### src/rtl/ultrasonic_echo_emulator.sv
// HC-SR04-style sensor emulator: validates trig width, waits a burst delay,
// then drives an echo pulse whose width encodes the programmed distance.
module ultrasonic_echo_emulator #(
  parameter int CLK_FREQ_HZ   = 100_000_000,
  parameter int TRIG_MIN_US   = 10,
  parameter int ECHO_DELAY_US = 500,
  parameter int US_PER_CM     = 58,
  parameter int MAX_RANGE_CM  = 400,
  parameter int TIMEOUT_US    = 38000,
  parameter int HOLDOFF_US    = 10000
) (
  input  logic        clk,
  input  logic        rst,
  input  logic        trig,
  output logic        echo,
  input  logic [15:0] distance_cm,
  input  logic        enable,
  output logic        busy,
  output logic        trig_err,
  output logic        echo_done
);

  localparam int CYC_PER_US = CLK_FREQ_HZ / 1_000_000;

  localparam logic [23:0] TRIG_MIN_C =
    24'(TRIG_MIN_US * CYC_PER_US);
  localparam logic [23:0] DELAY_C =
    24'(ECHO_DELAY_US * CYC_PER_US);
  localparam logic [23:0] CM_C =
    24'(US_PER_CM * CYC_PER_US);
  localparam logic [23:0] TIMEOUT_C =
    24'(TIMEOUT_US * CYC_PER_US);
  localparam logic [23:0] HOLD_C =
    24'(HOLDOFF_US * CYC_PER_US);
  localparam logic [15:0] MAX_C =
    16'(MAX_RANGE_CM);
  localparam logic [23:0] CNT_MAX = '1;

  typedef enum logic [2:0] {
    IDLE,
    TRIG_HI,
    DELAY,
    ECHO,
    HOLDOFF
  } state_t;

  state_t      state_q;
  logic [23:0] cnt_q;
  logic [15:0] dist_q;
  logic [23:0] len_q;
  logic        trig_s1_q;
  logic        trig_s_q;
  logic        trig_p_q;
  logic        echo_q;
  logic        busy_q;
  logic        err_q;
  logic        done_q;

  logic        trig_rise;
  logic        width_ok;
  logic        in_range;
  logic [23:0] cnt_d;
  logic [23:0] prod;
  logic [23:0] len_d;

  assign trig_rise = trig_s_q & ~trig_p_q;

  // counter value includes the edge cycle itself
  assign width_ok =
    ({1'b0, cnt_q} + 25'd1) >= {1'b0, TRIG_MIN_C};

  assign cnt_d =
    (cnt_q == CNT_MAX) ? cnt_q : cnt_q + 24'd1;

  assign in_range =
    (dist_q != 16'd0) && (dist_q <= MAX_C);

  assign prod  = 24'(dist_q) * CM_C;
  assign len_d = in_range ? prod : TIMEOUT_C;

  always_ff @(posedge clk or posedge rst) begin
    if (rst) begin
      state_q   <= IDLE;
      cnt_q     <= '0;
      dist_q    <= '0;
      len_q     <= '0;
      trig_s1_q <= 1'b0;
      trig_s_q  <= 1'b0;
      trig_p_q  <= 1'b0;
      echo_q    <= 1'b0;
      busy_q    <= 1'b0;
      err_q     <= 1'b0;
      done_q    <= 1'b0;
    end else begin
      trig_s1_q <= trig;
      trig_s_q  <= trig_s1_q;
      trig_p_q  <= trig_s_q;
      err_q     <= 1'b0;
      done_q    <= 1'b0;

      unique case (state_q)
        IDLE: begin
          busy_q <= 1'b0;
          if (trig_rise && enable) begin
            state_q <= TRIG_HI;
            cnt_q   <= '0;
          end
        end

        TRIG_HI: begin
          if (trig_s_q) begin
            cnt_q <= cnt_d;
          end else if (width_ok) begin
            dist_q  <= distance_cm;
            busy_q  <= 1'b1;
            cnt_q   <= '0;
            state_q <= DELAY;
          end else begin
            err_q   <= 1'b1;
            cnt_q   <= '0;
            state_q <= IDLE;
          end
        end

        DELAY: begin
          // multiply settles from the latched distance
          len_q <= len_d;
          if (cnt_q == DELAY_C - 24'd1) begin
            echo_q  <= 1'b1;
            cnt_q   <= '0;
            state_q <= ECHO;
          end else begin
            cnt_q <= cnt_d;
          end
        end

        ECHO: begin
          if (cnt_q == len_q - 24'd1) begin
            echo_q  <= 1'b0;
            done_q  <= 1'b1;
            cnt_q   <= '0;
            state_q <= HOLDOFF;
          end else begin
            cnt_q <= cnt_d;
          end
        end

        HOLDOFF: begin
          if (cnt_q == HOLD_C - 24'd1) begin
            busy_q  <= 1'b0;
            cnt_q   <= '0;
            state_q <= IDLE;
          end else begin
            cnt_q <= cnt_d;
          end
        end

        default: begin
          state_q <= IDLE;
          cnt_q   <= '0;
          echo_q  <= 1'b0;
          busy_q  <= 1'b0;
        end
      endcase
    end
  end

  assign echo      = echo_q;
  assign busy      = busy_q;
  assign trig_err  = err_q;
  assign echo_done = done_q;

endmodule

### config.mk
export PLATFORM = sky130hd
export DESIGN_NAME = ultrasonic_echo_emulator
export DESIGN_NICKNAME = d
export VERILOG_FILES = /design/src/rtl/ultrasonic_echo_emulator.sv
export SDC_FILE = /design/constraint.sdc
export NUM_CORES = 1
export LEC_CHECK = 0
export ABC_CLOCK_PERIOD_IN_PS = 14500
export CAP_MARGIN = 25
export CELL_PAD_IN_SITES_DETAIL_PLACEMENT = 1
export CELL_PAD_IN_SITES_GLOBAL_PLACEMENT = 1
export CORE_MARGIN = 2
export CORE_UTILIZATION = 53
export CTS_BUF_LIST = sky130_fd_sc_hd__clkbuf_4 sky130_fd_sc_hd__clkbuf_8 sky130_fd_sc_hd__clkbuf_16
export CTS_CLUSTER_SIZE = 30
export DETAILED_ROUTE_END_ITERATION = 6
export PLACE_DENSITY_LB_ADDON = 0.1
export SLEW_MARGIN = 5
export SYNTH_ARGS = -nofsm -noshare
export SYNTH_HDL_FRONTEND = slang
export SYNTH_SLANG_ARGS = --single-unit
### constraint.sdc
create_clock -name clk -period 14.5 [get_ports clk]
set_clock_uncertainty 0.05 [all_clocks]
set_input_delay 2.175 -clock clk [delete_from_list [all_inputs] [get_ports clk]]
set_output_delay 2.175 -clock clk [all_outputs]
set_load 0.05 [all_outputs]
==> impl_metrics.toml, run 1 <==
[status]
status = "complete, no violations"

[clock_network]
clkSinkCount = 71
cts_setup_buffers = 0
clockBufferDepth = 2
insertion_delay_ns = 0.35
clk_pin_slew_ns = 0.06
hold_buffers = 0
cts_tree = "done"
cts-root-buf = "clkbuf_16"
cts_buffers = 9
htree_levels = 3
cts_resized = 0

[route]
drt-pass1-iter-count = 5
vias_per_cell = 6.12
ant_nets = 0
drc = 0
routed-wl-met2_um = 10900
top_layer_used = "met4"
drt_iter0_markers = 369
met3WireLength_um = 512
vias = 5793
routed_wl_um = 20000
wl_per_cell_um = 21.1
wl_met1_um = 7750

[layout]
area_growth_pct = 9.33
post-route-util = 0.595
layout.nets = 889
design_area_um2 = 7540
antennaDiodeCount = 0
drive_gt1_frac = 0.0632

[logic_synthesis]
async_flop_share = 1.00
seq_area_frac_synth = 0.258
synth_seq_cells = 71
synth-edff-count = 0
synth_fp_nets = 892
yosysWarningCount = 0
synth_cells = 773
synth_area_um2 = 6900
ys_types = 62
ys.flop_type = "dfrtp_1"
avgSynthCellArea_um2 = 8.92

[die]
die-area_um2 = 13900
die_width_um = 118
core_um2 = 12700
die-height_um = 118
rows = 41
start_util = 0.544
io_pins = 24

[worst_setup_path]
path_buf_inv = 2
r2r_end = "len_q[23]"
critPathMaxStageDelay_ns = 0.55
critPathLaunch = "dist_q[6]"
timing.rr.start = "dist_q[6]"
cpMostUsedCell = "fa_1"
critPathMaxFanout = 8
slowest_stage = "fa_1"
worst_setup_path_end_kind = "flop"
crit_path_start_kind = "flop"
cp.required_ns = 14.68
r2r_cells = 17
path_class = "reg2reg"
cp_cell_sequence = "ha_1, fa_1, fa_1, fa_1, inv_1, fa_1, inv_1, ha_1, a211o_1, a2111oi_0, o211ai_1, and3b_1, a41o_1, or4_1, a31oi_1, xnor2_1, o21ai_0"
cp.arrival_ns = 6.06
rrSetupSlack_ns = 8.62
crit_family = "adder cells"

[placement]
dpl_cell_area_um2 = 7190
io_buffers = 23
globalplace.congestion = 0.962
hpwl_um = 15200

[sta]
finalSetupTns_ns = 0
rsz0062_at_grt = "false"
slew_viol_final = 0
slew_headroom = 0.340
tightest_slew_ns = 0.976
fin_crit_ns = 5.88
hold_violations = 0
period_share = 0.406
setup_viol = 0
max_freq_ghz = 0.170

[power]
comb_power_share = 0.566
p_sw_mw = 0.430
max-vdd-ir-drop_v = 0.0000827
swShare = 0.422
clkPwrFrac = 0.229
leakage_nw = 3.29
power_mw = 1.02
power_density_nw_per_um2 = 135
power.internal_mw = 0.589
p_seq_frac = 0.204

[min_path]
min_from = "trig_s1_q"
min_to = "trig_s_q"
hold_class = "reg2reg"
worstHoldPathCells = 0

[run]
max-cap-violations = 0

[global_routing]
grt_overflow = 0
antenna_found_initial = 0
grt_pass1_wl_um = 32900
grt_max_degree = 72
track_usage = 0.301
first_global_vias = 6317
sequential cells by signal, summed over array words and instances (netlist names):
| signal | flops |
|---|---|
| busy | 1 |
| cnt_q | 24 |
| dist_q | 16 |
| echo | 1 |
| echo_done | 1 |
| len_q | 21 |
| state_q | 3 |
| trig_err | 1 |
| trig_p_q | 1 |
| trig_s1_q | 1 |
| trig_s_q | 1 |
kinds of logic (layout without fill, tap and decap cells):
family / after synthesis / after routing / share of synthesized area
AND/OR/NAND/NOR: 237 / 237 / 0.184
AO/OA/AOI/OAI: 149 / 149 / 0.141
buffers and inverters: 132 / 134 / 0.0744
adder cells (fa/ha/maj): 99 / 99 / 0.224
flip-flops: 71 / 71 / 0.258
XOR/XNOR: 67 / 67 / 0.0851
multiplexers: 18 / 18 / 0.0334
power groups by stage:
stage | logic, mW | registers, mW | clock network [mW]
after floorplan | 0.444 | 0.209 | 0
after global routing | 0.658 | 0.209 | 0.246
after detailed placement | 0.567 | 0.212 | 0
final | 0.577 | 0.208 | 0.233
after CTS | 0.582 | 0.208 | 0.238
after global placement | 0.541 | 0.211 | 0
area by class of cell:
cell class,instances,area [um2]
Fill cell,1469,5130
Clock buffer,9,225
Tap cell,172,215
Inverter,90,338
Clock inverter,7,77.6
Multi-Input combinational cell,570,4610
Timing Repair Buffer,28,295
Sequential cell,71,1780
synthesized netlist by cell type, types with 5 or more instances:
cell / number / share of area
a211oi_1: 6 / 0.0065
a21o_1: 11 / 0.012
a21oi_1: 38 / 0.028
a22o_1: 15 / 0.019
and3_1: 8 / 0.0073
buf_2: 8 / 0.0058
clkbuf_1: 30 / 0.016
dfrtp_1: 71 / 0.26
fa_1: 41 / 0.12
ha_1: 58 / 0.11
inv_1: 90 / 0.049
mux2_2: 8 / 0.013
mux2_4: 8 / 0.017
nand2_1: 51 / 0.028
nand2b_1: 5 / 0.0045
nand3_1: 27 / 0.020
nand3b_1: 5 / 0.0054
nand4_1: 15 / 0.014
nor2_1: 47 / 0.026
nor2b_1: 5 / 0.0045
nor3_1: 21 / 0.015
nor4_1: 12 / 0.011
o21ai_0: 40 / 0.029
or3_1: 5 / 0.0045
or4_1: 8 / 0.0087
xnor2_1: 42 / 0.053
xor2_1: 25 / 0.032
worst max-delay path by stage:
stage / to / slack (ns) / cells past startpoint
floorplan: len_q[23] / 9.08 / 17
global placement: len_q[23] / 8.87 / 17
detailed placement: len_q[23] / 8.66 / 17
CTS: len_q[23] / 8.64 / 17
global route: len_q[23] / 8.28 / 17
finish: len_q[23] / 8.62 / 17
metal layers:
layer | vias to the layer above | track usage
met5 | - | 0
met4 | 0 | 0.137
met3 | 46 | 0.0514
met2 | 129 | 0.557
met1 | 2954 | 0.333
li1 | 2664 | -
through the flow:
| step | cells | hold WS (ns) | worst slack (ns) |
|---|---|---|---|
| 2_1_floorplan | 773 | 0.281 | 9.08 |
| 3_3_place_gp | 929 | 0.285 | 8.87 |
| 3_5_place_dp | 929 | 0.293 | 8.66 |
| 4_1_cts | 945 | 0.307 | 8.64 |
| 5_1_grt | 947 | 0.319 | 8.28 |
| 6_report | 947 | 0.303 | 8.62 |
cells in the final DEF, fill, tap and decap left out, types with 4 or more instances in the layout:
cell type	synthesis	routed
inv_1	90	89
dfrtp_1	71	71
ha_1	58	58
nand2_1	51	51
nor2_1	47	47
xnor2_1	42	42
fa_1	41	41
o21ai_0	40	40
a21oi_1	38	38
nand3_1	27	27
xor2_1	25	25
clkdlybuf4s50_1	0	23
nor3_1	21	21
nand4_1	15	15
a22o_1	15	15
nor4_1	12	12
a21o_1	11	11
clkbuf_16	0	9
or4_1	8	8
and3_1	8	8
mux2_4	8	8
mux2_2	8	8
a211oi_1	6	6
nor2b_1	5	5
nand2b_1	5	5
or3_1	5	5
nand3b_1	5	5
o21a_1	4	4
o31ai_1	4	4
o211ai_1	4	4
nor4b_1	4	4
and2_1	4	4
o22ai_1	4	4
Power figures use the tool's default switching activity.
==> run 2: changes to the inputs <==
ABC_CLOCK_PERIOD_IN_PS = 5380   (was 14500)
CORE_UTILIZATION = 44   (was 53)
clock period = 5.38 ns   (was 14.5 ns; I/O delays follow)
==> impl_metrics.toml, run 2 (synthesis results as in run 1) <==
[status]
status = "complete, no violations"

[run]
max-cap-violations = 0

[layout]
antennaDiodeCount = 0
num-fill-cells = 1760
layout_common_cells = "inv_1, dfrtp_1, ha_1"
top_register = "cnt_q"
layout.nets = 913
largest_reg_flops = 24
drive_gt1_frac = 0.104
largest_registers = "cnt_q: 24 flops, len_q: 21 flops, dist_q: 16 flops"
final_common_cell = "inv_1"
area_growth_pct = 13.6
design_area_um2 = 7830

[power]
comb_power_share = 0.574
p_sw_mw = 1.15
clkPwrFrac = 0.229
power_mw = 2.83
swShare = 0.407
max-vdd-ir-drop_v = 0.000231
power.internal_mw = 1.68
power_density_nw_per_um2 = 361
leakage_nw = 3.39
p_seq_frac = 0.197

[global_routing]
track_usage = 0.251
grt_pass1_wl_um = 32700
grt_max_degree = 42
grt_overflow = 0
first_global_vias = 6324
antenna_found_initial = 0

[route]
drc = 0
wl_per_cell_um = 19.5
drt-pass1-iter-count = 4
routed_wl_um = 19700
drt_iter0_markers = 241
vias = 5787
vias_per_cell = 5.73
ant_nets = 0

[sta]
slew_viol_final = 0
rsz0062_at_grt = "true"
setup_viol = 0
hold_violations = 0
slew_headroom = 0.475
fin_crit_ns = 5.26
tightest_slew_ns = 0.786
period_share = 0.978
max_freq_ghz = 0.190

[placement]
hpwl_um = 15400
dpl_cell_area_um2 = 7460
io_buffers = 23
globalplace.congestion = 0.914

[worst_setup_path]
cp.arrival_ns = 5.43
critPathLaunch = "dist_q[2]"
crit_family = "adder cells"
critPathMaxStageDelay_ns = 0.55
slowest_stage = "fa_1"
path_class = "reg2reg"
cp_cell_sequence = "buf_4, ha_1, ha_1, fa_1, fa_1, inv_1, fa_1, inv_1, ha_1, a2111oi_2, o211ai_1, and3b_1, a41o_1, or4_1, a31oi_1, xnor2_1, o21ai_0"
path_buf_inv = 3
r2r_cells = 17
r2r_end = "len_q[23]"
critical_path_depth = 17
timing.rr.start = "dist_q[2]"
worst_setup_path_end_kind = "flop"
crit_path_start_kind = "flop"
cp.required_ns = 5.55
rrSetupSlack_ns = 0.12
critPathMaxFanout = 4
endpoint = "len_q[23]"

[min_path]
hold_class = "reg2reg"

[die]
die-area_um2 = 16700
rows = 45
start_util = 0.452
die-height_um = 129
die_width_um = 129
io_pins = 24
core_um2 = 15300

[clock_network]
cts-root-buf = "clkbuf_16"
cts_buffers = 9
cts_setup_buffers = 0
clk_pin_slew_ns = 0.06
cts_tree = "done"
hold_buffers = 0
htree_levels = 3
insertion_delay_ns = 0.34
clkSinkCount = 71
clockBufferDepth = 2
[run 2: cell types whose count changed in the layout (fill, tap and decap cells not counted), moves of 2 or more]
cell,delta
ha_1,-5
buf_4,+26
clkinvlp_4,+2
ha_4,+4
clkbuf_8,+3
inv_6,-3
dfrtp_2,+2
dfrtp_1,-2
[run 2: what timing repair did]
action / in CTS / in global routing
endpoints found under the hold margin: 0 / 0
cloned: 0 / 0
gates resized for setup: 6 / 2
pin swaps: 10 / 0
endpoints found under the setup margin: 1 / 1
[run 2: cell type report]
cell class,instances,area [um2],share of cell area
Sequential cell,71,1780,0.227
Clock inverter,4,52.6,0.00671
Timing Repair Buffer,52,448,0.0572
Inverter,90,338,0.0431
Clock buffer,12,267,0.0340
Tap cell,211,264,0.0337
Multi-Input combinational cell,570,4680,0.598
[run 2: layer usage]
| metal | up-vias | routed length (um) | track usage |
|---|---|---|---|
| li1 | 2707 | - | - |
| met1 | 2936 | 8150 | 0.295 |
| met2 | 106 | 10300 | 0.454 |
| met3 | 38 | 439 | 0.0409 |
| met4 | 0 | 772 | 0.109 |
| met5 | - | 0 | 0 |
[run 2: worst register-to-register path: stages (launching register included)]
cell	delay, ns
dfrtp_1	0.44
buf_4	0.18
ha_1	0.34
ha_1	0.33
fa_1	0.51
fa_1	0.55
inv_1	0.05
fa_1	0.50
inv_1	0.04
ha_1	0.35
a2111oi_2	0.37
o211ai_1	0.13
and3b_1	0.21
a41o_1	0.26
or4_1	0.41
a31oi_1	0.18
xnor2_1	0.14
o21ai_0	0.08
[run 2: worst min path at each step]
stage / slack, ns / end / start / depth (start not counted)
finish: 0.31 / trig_s_q / trig_s1_q / 0
global route: 0.32 / trig_s_q / trig_s1_q / 0
CTS: 0.31 / trig_s_q / trig_s1_q / 0
detailed placement: 0.29 / trig_s_q / trig_s1_q / 0
global placement: 0.28 / trig_s_q / trig_s1_q / 0
floorplan: 0.28 / trig_s_q / trig_s1_q / 0
[run 2: stage by stage]
| stage | std cells | setup WS (ns) | TNS [ns] | utilization | hold WS (ns) |
|---|---|---|---|---|---|
| 3_5_place_dp | 994 | -0.245 | -0.245 | 0.489 | 0.293 |
| 4_1_cts | 1010 | 0.0816 | 0 | 0.513 | 0.310 |
| 2_1_floorplan | 773 | 0.00731 | 0 | - | 0.281 |
| 5_1_grt | 1010 | -0.142 | -0.142 | 0.513 | 0.315 |
| 6_report | 1010 | 0.119 | 0 | 0.513 | 0.313 |
| 3_3_place_gp | 994 | -0.0498 | -0.0498 | 0.489 | 0.283 |
[run 2: power groups by stage]
stage	Sequential (mW)	Combinational [mW]	Clock, mW
6_report	0.558	1.62	0.646
5_1_grt	0.560	1.86	0.678
4_1_cts	0.558	1.64	0.658
3_5_place_dp	0.567	1.61	0
3_3_place_gp	0.566	1.55	0
2_1_floorplan	0.564	1.21	0
==> edit 1: new RTL, flow settings as in run 2 <==
Re-encode `state_t` (5 states) as one-hot, 5 bits wide.
--- a/src/rtl/ultrasonic_echo_emulator.sv
+++ b/src/rtl/ultrasonic_echo_emulator.sv
@@ -36,12 +36,12 @@
     16'(MAX_RANGE_CM);
   localparam logic [23:0] CNT_MAX = '1;
 
-  typedef enum logic [2:0] {
-    IDLE,
-    TRIG_HI,
-    DELAY,
-    ECHO,
-    HOLDOFF
+  typedef enum logic [4:0] {
+    IDLE    = 5'b00001,
+    TRIG_HI = 5'b00010,
+    DELAY   = 5'b00100,
+    ECHO    = 5'b01000,
+    HOLDOFF = 5'b10000
   } state_t;
 
   state_t      state_q;
Function: same outputs for any inputs over 10 cycles, from zero or initial values and one cycle with rst high; not proved beyond that.
==> edit 1 against run 2 <==
  * Sequential cell count is 2 higher
  * Fmax is 6.7% higher
  * Synthesized area is 7.9% higher
  * Routed wire length is 16% higher
  * First-iteration DRC count is 66% higher
  * Die area is 7.7% higher
  * Global-route usage is 1.8 points higher
  * Final area is 5.0% higher
  * Setup slack better by 0.33 ns
  * Highest routed layer unchanged
Power is not compared: it rests on default switching activity, and its combinational part moved more than twofold at a synthesized area within 25%.
==> edit 1: results <==
[layout]
nNetsFinal = 998
layout.filler_cells = 1987
post_route_cells_drive_above_1_share_pct = 6.56
final_area_sq_um = 8230

[route]
detail_route.wirelength_um = 22800
wl_met1_um = 10200
detailroute.wirelength.met3_um = 921
num_vias = 6661
drt-pass1-iter-count = 5

[clocking]
tritoncts.num_buffers = 9
post_cts_resized = 0

[grt]
grt_first_pass_wirelength_um = 38100
use_met3_pct = 2.80
maximum_number_of_pins_on_one_net_before_global_route_repair = 46
grt_util_met1_pct = 36.3
grt_pass1_vias = 7111
use_met2_pct = 44.7

[yosys]
yosys.cell_types.count = 74
synth_xor_xnor_area_share_pct = 6.35
synth_cells = 879
synth_area_leaders = sky130_fd_sc_hd__dfrtp_1 (24%), sky130_fd_sc_hd__fa_1 (11%), sky130_fd_sc_hd__ha_1 (9.7%)
yosys.area_share.adder_pct = 20.8
post_synth_mux_area_share_pct = 1.34
synth.yosys.seq_area_share_pct = 24.6

[place]
dp_cell_count = 1086
placedInstanceArea_sq_um = 7840
gp_congestion = 0.922
place.detailed.hpwl_um = 17500
preCtsSetupSlack_ns = 0.486

[setup_path]
path_delay_family = adder cells
worst-r2r-setup-slack_ns = 0.45
worstSetupStartpoint = dist_q[4]
critPathArrivalTime_ns = 5.10

[run_status]
run_status = finished clean

[sta]
slew_headroom_pct = 37.1
-- edit 1: layout make-up --
type	instances	area share [%]
Clock inverter	6	1.40
Tap cell	220	3.35
Multi-Input combinational cell	662	61.5
Timing Repair Buffer	37	4.27
Clock buffer	10	2.91
Inverter	96	4.38
Sequential cell	73	22.2
-- edit 1: through the flow --
stage	power, uW	hold WS, ns
after CTS	1520	0.313
after detailed placement	787	0.288
after floorplan	706	0.281
final	1520	0.309
after global placement	781	0.294
after global routing	1570	0.323
-- edit 1: worst max-delay path by stage --
| stage | depth (start not counted) | slack, ns | to |
|---|---|---|---|
| after floorplan | 16 | 0.78 | len_q[22] |
| after global placement | 16 | 0.61 | len_q[22] |
| after detailed placement | 17 | 0.49 | len_q[23] |
| after CTS | 17 | 0.44 | len_q[23] |
| after global routing | 16 | 0.20 | len_q[22] |
| final | 17 | 0.45 | len_q[23] |
-- edit 1: worst reg2reg max path, stage by stage (launching register included) --
cell and delay, ns:
sky130_fd_sc_hd__dfrtp_1 0.47, sky130_fd_sc_hd__ha_1 0.37, sky130_fd_sc_hd__xor2_1 0.18, sky130_fd_sc_hd__ha_1 0.19
sky130_fd_sc_hd__a21o_1 0.18, sky130_fd_sc_hd__fa_1 0.49, sky130_fd_sc_hd__fa_1 0.56, sky130_fd_sc_hd__inv_1 0.06
sky130_fd_sc_hd__fa_1 0.50, sky130_fd_sc_hd__inv_1 0.04, sky130_fd_sc_hd__ha_1 0.38, sky130_fd_sc_hd__o21ai_0 0.17
sky130_fd_sc_hd__nand2b_1 0.10, sky130_fd_sc_hd__a21oi_1 0.08, sky130_fd_sc_hd__o31a_1 0.33, sky130_fd_sc_hd__o311ai_0 0.41
sky130_fd_sc_hd__xnor2_1 0.16, sky130_fd_sc_hd__o21ai_0 0.09
==> edit 2: new RTL, config.mk and constraints of run 2 <==
Without the edit above. The parameter `US_PER_CM` goes from 58 to 43.
--- a/src/rtl/ultrasonic_echo_emulator.sv
+++ b/src/rtl/ultrasonic_echo_emulator.sv
@@ -4,7 +4,7 @@
   parameter int CLK_FREQ_HZ   = 100_000_000,
   parameter int TRIG_MIN_US   = 10,
   parameter int ECHO_DELAY_US = 500,
-  parameter int US_PER_CM     = 58,
+  parameter int US_PER_CM     = 43,
   parameter int MAX_RANGE_CM  = 400,
   parameter int TIMEOUT_US    = 38000,
   parameter int HOLDOFF_US    = 10000
Formal check against the unedited RTL: same outputs for any inputs over 10 cycles, from zero or initial values and one cycle with rst high; that may be too few to reach the edited logic, so the function may still have changed.
==> edit 2 against run 2 <==
  * Synthesized area up 0.89%
  * Via count down 2.7%
  * Setup slack better by 0.62 ns
  * Power down 24%
  * Critical path depth unchanged
  * Synthesized cell count up 2.5%
  * Sequential cell count up 1
  * Final area down 1.9%
  * Routed wire length down 6.5%
==> edit 2: results <==
[layout]
post_route_cells_drive_above_1_share_pct = 6.13
final-seq-area_sq_um = 1800
clkCellAreaFrac_pct = 4.87
final-nonclk-buf-share_pct = 3.29
layout.clock_buffers = 11
nNonClkBuffers = 26
final-instance-count-excl-fill = 1011
area_growth_pct = 10.4

[setup_path]
worst-r2r-setup-slack_ns = 0.74
worst-path-max-fanout = 7
critPathArrivalTime_ns = 4.80
cpPeakStageDelay_ns = 0.52

[clocking]
post_cts_resized = 0

[yosys]
synth_compound_gate_area_share_pct = 14.5
yosys.cell_types.count = 68
postSynthRegisterBits = 72
post_synth_mux_area_share_pct = 3.81
synth_xor_xnor_area_share_pct = 6.42

[route]
vias_per_cell = 5.57
detailedRoute.firstIterationViolations = 285

[place]
gp_congestion = 0.901
preCtsSetupSlack_ns = 0.705

[sta]
slew_headroom_pct = 37.9

[grt]
grt_first_pass_wirelength_um = 30900
maximum_number_of_pins_on_one_net_before_global_route_repair = 46
use_met3_pct = 3.03

[power_and_ir_drop]
peakVddDrop_uv = 147

[run_status]
run_status = finished clean
[edit 2: cell count changes after synthesis, sizes merged, moves of 11 or more]
cell     change
inv         +28
ha          +16
nand2       -16
o2bb2ai     +15
and3        +13
a22o        -11
[edit 2: worst max-delay path by stage]
| stage | cells past startpoint | slack, ns | startpoint | end |
|---|---|---|---|---|
| 3_3_place_gp | 17 | 0.91 | dist_q[6] | len_q[23] |
| 2_1_floorplan | 17 | 1.14 | dist_q[6] | len_q[23] |
| 6_report | 17 | 0.74 | dist_q[6] | len_q[23] |
| 3_5_place_dp | 17 | 0.71 | dist_q[6] | len_q[23] |
| 4_1_cts | 17 | 0.69 | dist_q[6] | len_q[23] |
| 5_1_grt | 17 | 0.41 | dist_q[6] | len_q[23] |
[edit 2: power by group through the flow]
stage / sequential [uW] / clock, uW / combinational [uW]
after global placement: 581 / 0 / 786
final: 571 / 759 / 826
after CTS: 571 / 782 / 837
after detailed placement: 582 / 0 / 817
after floorplan: 573 / 0 / 643
after global routing: 573 / 803 / 954
